<file path="src/rtl/player_pkg.sv">
// Shared widths, state encoding and constants for the song-player path.
package player_pkg;

  localparam int IDX_W  = 5;
  localparam int SONG_W = 2;
  localparam int NOTE_W = 6;
  localparam int DUR_W  = 6;

  // A ROM entry with this duration terminates the song.
  localparam logic [DUR_W-1:0] END_DUR = '0;

  typedef enum logic [2:0] {
    S_IDLE      = 3'd0,
    S_FETCH     = 3'd1,
    S_ISSUE     = 3'd2,
    S_WAIT_DONE = 3'd3,
    S_NEXT      = 3'd4,
    S_DONE      = 3'd5
  } sr_state_t;

endpackage

</file>
<file path="src/rtl/song_reader.sv">
// Note sequencer: walks a song's note list in the external song ROM, hands each
// note to the note player, waits for it to expire and reports end of song.
//
// state     | meaning
// ----------+-----------------------------------------------------------
// IDLE      | stopped at idx 0, waiting for play
// FETCH     | ROM word for {song, idx} valid; latch it or detect end
// ISSUE     | new_note pulse, note/duration valid
// WAIT_DONE | note playing; waits for note_done (or the sticky done_pend)
// NEXT      | advance idx, or finish after the last table entry
// DONE      | song_done pulse, idx cleared
module song_reader
  import player_pkg::*;
#(
  parameter int IDX_W  = player_pkg::IDX_W,
  parameter int SONG_W = player_pkg::SONG_W,
  parameter int NOTE_W = player_pkg::NOTE_W,
  parameter int DUR_W  = player_pkg::DUR_W
) (
  input  logic                     clk,
  input  logic                     reset,
  input  logic                     play,
  input  logic                     reset_player,
  input  logic [SONG_W-1:0]        song,
  input  logic                     note_done,
  input  logic [NOTE_W+DUR_W-1:0]  rom_data,
  output logic [SONG_W+IDX_W-1:0]  rom_addr,
  output logic                     new_note,
  output logic [NOTE_W-1:0]        note,
  output logic [DUR_W-1:0]         duration,
  output logic                     song_done
);

  sr_state_t          state, state_nxt;
  logic [IDX_W-1:0]   idx, idx_nxt;
  logic               done_pend, pend_nxt;
  logic [NOTE_W-1:0]  note_nxt;
  logic [DUR_W-1:0]   dur_nxt;
  logic [NOTE_W-1:0]  rom_note;
  logic [DUR_W-1:0]   rom_dur;

  assign rom_note = rom_data[NOTE_W+DUR_W-1:DUR_W];
  assign rom_dur  = rom_data[DUR_W-1:0];

  // The ROM registers its address, so present the index the FSM is about to
  // hold; the word for the new idx is then valid in the following FETCH.
  assign rom_addr = {song, idx_nxt};

  always_ff @(posedge clk or negedge reset) begin
    if (!reset) begin
      state     <= S_IDLE;
      idx       <= '0;
      done_pend <= 1'b0;
      note      <= '0;
      duration  <= '0;
    end else begin
      state     <= state_nxt;
      idx       <= idx_nxt;
      done_pend <= pend_nxt;
      note      <= note_nxt;
      duration  <= dur_nxt;
    end
  end

  always_comb begin
    state_nxt = state;
    idx_nxt   = idx;
    pend_nxt  = done_pend;
    note_nxt  = note;
    dur_nxt   = duration;
    new_note  = 1'b0;
    song_done = 1'b0;
    if (reset_player) begin
      state_nxt = S_IDLE;
      idx_nxt   = '0;
      pend_nxt  = 1'b0;
    end else begin
      unique case (state)
        S_IDLE: begin
          if (play) state_nxt = S_FETCH;
        end
        S_FETCH: begin
          if (play) begin
            if (rom_dur == DUR_W'(END_DUR)) begin
              state_nxt = S_DONE;
            end else begin
              note_nxt  = rom_note;
              dur_nxt   = rom_dur;
              state_nxt = S_ISSUE;
            end
          end
        end
        S_ISSUE: begin
          // Gated by play so a pause here cannot stretch the pulse.
          if (play) begin
            new_note  = 1'b1;
            state_nxt = S_WAIT_DONE;
          end
        end
        S_WAIT_DONE: begin
          if (!play) begin
            if (note_done) pend_nxt = 1'b1;
          end else if (note_done || done_pend) begin
            pend_nxt  = 1'b0;
            state_nxt = S_NEXT;
          end
        end
        S_NEXT: begin
          if (play) begin
            if (idx == '1) begin
              state_nxt = S_DONE;
            end else begin
              idx_nxt   = idx + IDX_W'(1);
              state_nxt = S_FETCH;
            end
          end
        end
        S_DONE: begin
          song_done = 1'b1;
          idx_nxt   = '0;
          state_nxt = S_IDLE;
        end
        default: state_nxt = S_IDLE;
      endcase
    end
  end

endmodule
</file>
<file path="config.mk">
export PLATFORM = sky130hd
export DESIGN_NAME = song_reader
export DESIGN_NICKNAME = d
export VERILOG_FILES = /design/src/rtl/player_pkg.sv /design/src/rtl/song_reader.sv
export SDC_FILE = /design/constraint.sdc
export NUM_CORES = 1
export LEC_CHECK = 0
export BUFFER_PORTS_ARGS = -buffer_cell sky130_fd_sc_hd__buf_2
export CORE_MARGIN = 2
export CORE_UTILIZATION = 40
export CTS_CLUSTER_DIAMETER = 30
export DETAILED_ROUTE_END_ITERATION = 10
export GPL_TIMING_DRIVEN = 0
export PLACE_DENSITY_LB_ADDON = 0.3
export SYNTH_ARGS = -nofsm -noshare
export SYNTH_HDL_FRONTEND = slang
export SYNTH_SLANG_ARGS = --single-unit
export TNS_END_PERCENT = 20
</file>
<file path="constraint.sdc">
create_clock -name clk -period 1.7 [get_ports clk]
set_clock_uncertainty 0.05 [all_clocks]
set_input_delay 0.17 -clock clk [delete_from_list [all_inputs] [get_ports clk]]
set_output_delay 0.17 -clock clk [all_outputs]
set_load 0.1 [all_outputs]
</file>
==> impl_metrics.toml, run 1 <==
[place]
gp_congestion = 0.798
dpl.hpwl_mm = 1.81
placed_cells = 163
io_buffers = 35

[global_routing]
grt_pass1_vias = 1022
grt-ovfl-total = 0
grt-busiest-layer = "met2"
met2_usage_pct = 32.5
track_usage_pct = 19.2
grt_pass1_wl_mm = 4.87
grt_util_met1_pct = 24.7
grt_max_degree = 22
grt_antenna_before_repair = 0
gr-usage-met3_pct = 3.23

[finish]
fin_nets = 169
stdcell_count = 179
final_cell_mix = "buf_2, dfrtp_1, buf_4"
drive_gt1_share_pct = 60.8
final_core_util_pct = 63.1
antennaDiodeCount = 0
final_common_cell = "buf_2"
area_delta_synth_final_pct = 52.9

[route]
drc_errors = 0
ant_nets = 0
drt-initial-drc-count = 25
wl_per_cell_um = 15.5
detail_route.first_pass.iterations = 5
via_per_inst = 5.58
wl_mm = 2.78
via_count = 998

[sta]
worst_slack_ns = -0.298
drv_slew = 0
max_slew.worst_pin.slew_ns = 0.494
max_freq_mhz = 501
setup_viol = 16
post-route-period-util_pct = 118
tns_ns = -1.65
whs_ns = 0.0410
max-slew-margin-rel_pct = 67.1
rsz0062_at_grt = "yes"
min_period_ns = 2.00
hold_violations = 0

[yosys]
synth_nets = 117
synthCells = 97
ys_seq_area_share_pct = 47.0
yosysWarnings = 0
synthTopCellsByArea = "dfrtp_1, mux2_4, mux2_2"
synth.distinct_cells = 35
async_flop_share_pct = 100
ys_ff_latch = 21
ys.flop_type = "dfrtp_1"
synth_top_area_share_pct = 47.0
synth_area_um2 = 1120
synth_area_per_cell_um2 = 11.5
synth_area_leader_cell = "dfrtp_1"
synth_edf_count = 0

[floorplan]
initial_utilization_pct = 41.3
die-area_um2 = 3240
die_x_um = 56.9
die-height_um = 56.9
row_count = 19
coreArea_um2 = 2710
pin_count = 40

[critical_path]
cp-start-kind = "flop"
crit_path_max_fanout = 5
worstSetupEndpointType = "primary output"
worst_path_largest_cell_delay_ns = 0.43
cp.buffers_inverters = 2
slowest_stage = "dfrtp_1"
worstSetupPathType = "flop to primary output"
cpLargestDelayFamily = "compound AO/OA/AOI/OAI gates"
critPathRequiredTime_ns = 1.48
path_cells = "buf_8, nor2b_2, a21o_4, a211oi_4, buf_12"
arrival_ns = 1.78

[clock_network]
clk_pin_slew_ns = 0.13
cts_htree_levels = 1
clkSinkCount = 21
clk_path_buf_depth = 2
cts_made_buffers = 3
clock_latency_ns = 0.31
root_buffer = "clkbuf_4"
tritoncts = "yes"

[run_status]
status = "complete, but fails checks"
violations = "setup timing"

[run]
maxCapViolCount = 0

[power_and_ir_drop]
vdd_ir_drop_max_uv = 1240
powerDensity_nw_per_um2 = 1120
p_leak_nw = 0.763

[min_path]
min_path_type = "input pin to flop"
-- worst reg2reg max path, cell delays in order, from the launching register on --
cell	delay, ns
dfrtp_1	0.43
buf_6	0.14
nor4b_4	0.32
o311ai_4	0.19
buf_8	0.20
mux2_4	0.30
-- area by class of cell --
class / instances / area, um^2
sequential: 21 / 528
clock buffer: 4 / 26.3
buffer: 8 / 76.3
inverter: 3 / 13.8
tap: 31 / 38.8
timing repair buffer: 47 / 359
multi-input combinational: 65 / 668
fill: 220 / 1000
-- repair_timing --
item / in CTS / in global routing
hold buffers: 1 / 0
buffers inserted: 8 / 3
cloned: 0 / 0
setup endpoints to repair: 16 / 18
pin swaps: 9 / 4
gates resized for setup: 31 / 3
hold endpoints to repair: 21 / 0
-- registers in the layout (all words and copies together), names as in the netlist --
signal,flops
done_pend,1
duration,6
idx,5
note,6
state,3
-- where the power goes --
group	leakage, nW	switching (W)	total [W]	internal (W)
Combinational	0.484	0.000813	0.00103	0.000220
Clock	0.0150	0.000157	0.000248	0.0000914
Sequential	0.265	0.0000453	0.000635	0.000590
-- routing by layer --
layer	vias to the layer above	routed length [um]	part of all wire [%]
li1	475	-	-
met1	495	1200	43
met2	26	1440	52
met3	2	129	4.6
met4	0	12	0.43
met5	-	0	0
-- metrics by stage --
stage                     cell area [um^2]  setup slack (ns)  power [W]
final                                 1710            -0.298    0.00192
after global routing                  1710            -0.358    0.00200
after CTS                             1670            -0.320    0.00192
after detailed placement              1470            -0.242    0.00166
after global placement                1470            -0.203    0.00165
after floorplan                       1250            -0.393    0.00150
-- Yosys cell counts (2+ instances only) --
master     n
buf_4      2
a21o_1     2
nor3_1     2
o31ai_1    2
nand2_1    3
a41oi_1    2
buf_2      2
dfrtp_1   21
mux2_2     3
a31oi_1    2
nand4_1    2
a211oi_1   2
inv_1      3
nor2_1     7
o211ai_1   2
mux2_4     9
nor4_1     3
nor2b_1    2
clkbuf_1   3
nand3_1    3
o21ai_0    4
a21oi_1    3
-- path summary, 6_finish.rpt --
check / startpoint / endpoint / slack (ns) / depth (start not counted)
min in group asynchronous: reset / note[3]$_DFFE_PN0P_ / 0.29 / 2
worst min register to register: note[5]$_DFFE_PN0P_ / note[5]$_DFFE_PN0P_ / 0.47 / 1
worst max register to register: state[1]$_DFFE_PN0P_ / note[0]$_DFFE_PN0P_ / -0.04 / 5
worst min-delay path: rom_data[7] / note[1]$_DFFE_PN0P_ / 0.04 / 2
worst max-delay path: state[2]$_DFFE_PN0P_ / rom_addr[3] / -0.30 / 5
max in group asynchronous: reset / idx[3]$_DFF_PN0_ / 0.95 / 2
-- cells by family (layout without fill, tap and decap cells) --
family          after synthesis  in the layout  share of synthesized area, %
flops                        21             21                          47.0
compound gates               24             24                          16.7
simple gates                 28             28                          14.5
buf+inv                      11             62                          5.59
fa+ha+maj                     1              1                          1.12
mux                          12             12                          15.1
(Power assumes the default switching activity.)
==> run 2: changes to the inputs <==
--- a/config.mk
+++ b/config.mk
@@ -7,7 +7,7 @@
 export LEC_CHECK = 0
 export BUFFER_PORTS_ARGS = -buffer_cell sky130_fd_sc_hd__buf_2
 export CORE_MARGIN = 2
-export CORE_UTILIZATION = 40
+export CORE_UTILIZATION = 48
 export CTS_CLUSTER_DIAMETER = 30
 export DETAILED_ROUTE_END_ITERATION = 10
 export GPL_TIMING_DRIVEN = 0
==> impl_metrics.toml, run 2 (synthesized netlist as in run 1, its figures left out) <==
[run_status]
status = "complete, but fails checks"
violations = "setup timing"

[sta]
post-route-period-util_pct = 119
rsz0062_at_grt = "yes"
min_period_ns = 2.02
max_slew.worst_pin.slew_ns = 0.491
worst_slack_ns = -0.316
max-slew-margin-rel_pct = 67.3
whs_ns = 0.0321
setup_viol = 15
max_freq_mhz = 496
hold_violations = 0
drv_slew = 0

[place]
place_ws_ns = -0.241
dpl.hpwl_mm = 1.81
gp_congestion = 0.829
io_buffers = 35

[floorplan]
initial_utilization_pct = 50.6
row_count = 17
die-height_um = 52.3
die-area_um2 = 2730
die_x_um = 52.3
coreArea_um2 = 2210
pin_count = 40

[clock_network]
cts_htree_levels = 1
clkSinkCount = 21
cts_made_buffers = 3
tritoncts = "yes"
root_buffer = "clkbuf_4"
clock_latency_ns = 0.31
clk_pin_slew_ns = 0.12
clk_path_buf_depth = 2

[min_path]
min_path_type = "input pin to flop"

[finish]
final_cell_mix = "buf_2, dfrtp_1, buf_4"
area_delta_synth_final_pct = 57.4
fill_cells = 130
fin_nets = 173
drive_gt1_share_pct = 64.5
multi_input_area_um2 = 684
final_common_cell = "buf_2"
largestRegisters = "duration x6, note x6, idx x5"
register_area_um2 = 529
antennaDiodeCount = 0

[run]
maxCapViolCount = 0

[critical_path]
cp-start-kind = "flop"
path_cells = "buf_8, nor2b_4, a21o_4, a211oi_4, buf_12"
crit_end = "rom_addr[3]"
worstSetupEndpointType = "primary output"
r2r_cells = 5
r2r_slack_ns = -0.10
worst_path_largest_cell_delay_ns = 0.45
critPathLaunch = "state[2]$_DFFE_PN0P_"
crit_path_max_fanout = 8
critPathRequiredTime_ns = 1.48
arrival_ns = 1.80
r2r-end = "note[1]$_DFFE_PN0P_"
worstSetupPathType = "flop to primary output"
slowest_stage = "dfrtp_1"
r2r-start = "state[2]$_DFFE_PN0P_"

[route]
wl_mm = 3.10
detail_route.first_pass.iterations = 4
drc_errors = 0
via_per_inst = 5.74
ant_nets = 0
wl_per_cell_um = 17.2
via_count = 1034
drt-initial-drc-count = 24

[global_routing]
grt_max_degree = 22
track_usage_pct = 22.9
grt_pass1_wl_mm = 4.49
grt_antenna_before_repair = 0
grt-ovfl-total = 0
grt_pass1_vias = 971

[power_and_ir_drop]
p_leak_nw = 0.785
p_total_w = 0.00194
vdd_ir_drop_max_uv = 1220
powerDensity_nw_per_um2 = 1100
-- run 2: critical path: cells and delay by family, from the launching register on --
family	cells	cell delay, ns
DFF	1	0.45
AOI/OAI and AO/OA	2	0.53
buffers and inverters	2	0.37
and+or+nand+nor	1	0.13
-- run 2: cell type report --
cell class                      count  area share (%)
Multi-Input combinational cell     65            38.9
Inverter                            3           0.782
Clock buffer                        3            1.28
Sequential cell                    21            30.1
Clock inverter                      1           0.426
Buffer                              8            4.69
Tap cell                           28            1.99
Timing Repair Buffer               51            21.9
-- run 2: through the flow --
stage	setup TNS (ns)	util (%)	cell area (um^2)	std cells
after floorplan	-3.22	-	1250	97
after global placement	-2.68	66.2	1460	160
after detailed placement	-2.89	66.2	1460	160
after CTS	-2.33	76.3	1690	174
after global routing	-2.76	79.6	1760	180
final	-2.13	79.6	1760	180
-- run 2: layer usage --
metal	vias to the layer above	GRT usage (%)	routed length (um)
li1	479	-	-
met1	508	29.5	1290
met2	39	36.7	1610
met3	8	3.43	139
met4	0	12.8	53
met5	-	0	0
-- run 2: what timing repair did --
action / in CTS / in global routing
gates resized for setup: 33 / 6
pin swaps: 8 / 7
hold buffers: 1 / 0
hold endpoints to repair: 21 / 0
endpoints found under the setup margin: 16 / 16
setup buffers: 9 / 6
-- run 2: how the worst min path moves through the flow --
| stage | depth (start not counted) | to | slack (ns) | from |
|---|---|---|---|---|
| final | 2 | note[0]$_DFFE_PN0P_ | 0.03 | rom_data[6] |
| after global routing | 2 | note[1]$_DFFE_PN0P_ | 0.02 | rom_data[7] |
| after CTS | 2 | note[0]$_DFFE_PN0P_ | 0.03 | rom_data[6] |
| after detailed placement | 1 | note[0]$_DFFE_PN0P_ | 0.11 | reset |
| after global placement | 1 | note[2]$_DFFE_PN0P_ | 0.1 | reset |
| after floorplan | 0 | done_pend$_DFFE_PN0P_ | -0.18 | reset |
-- run 2: power breakdown --
| group | switching [W] | internal [W] | total (W) |
|---|---|---|---|
| registers | 0.0000475 | 0.000590 | 0.000638 |
| clock network | 0.000163 | 0.0000897 | 0.000253 |
| logic | 0.000821 | 0.000226 | 0.00105 |
| total | 0.00103 | 0.000906 | 0.00194 |
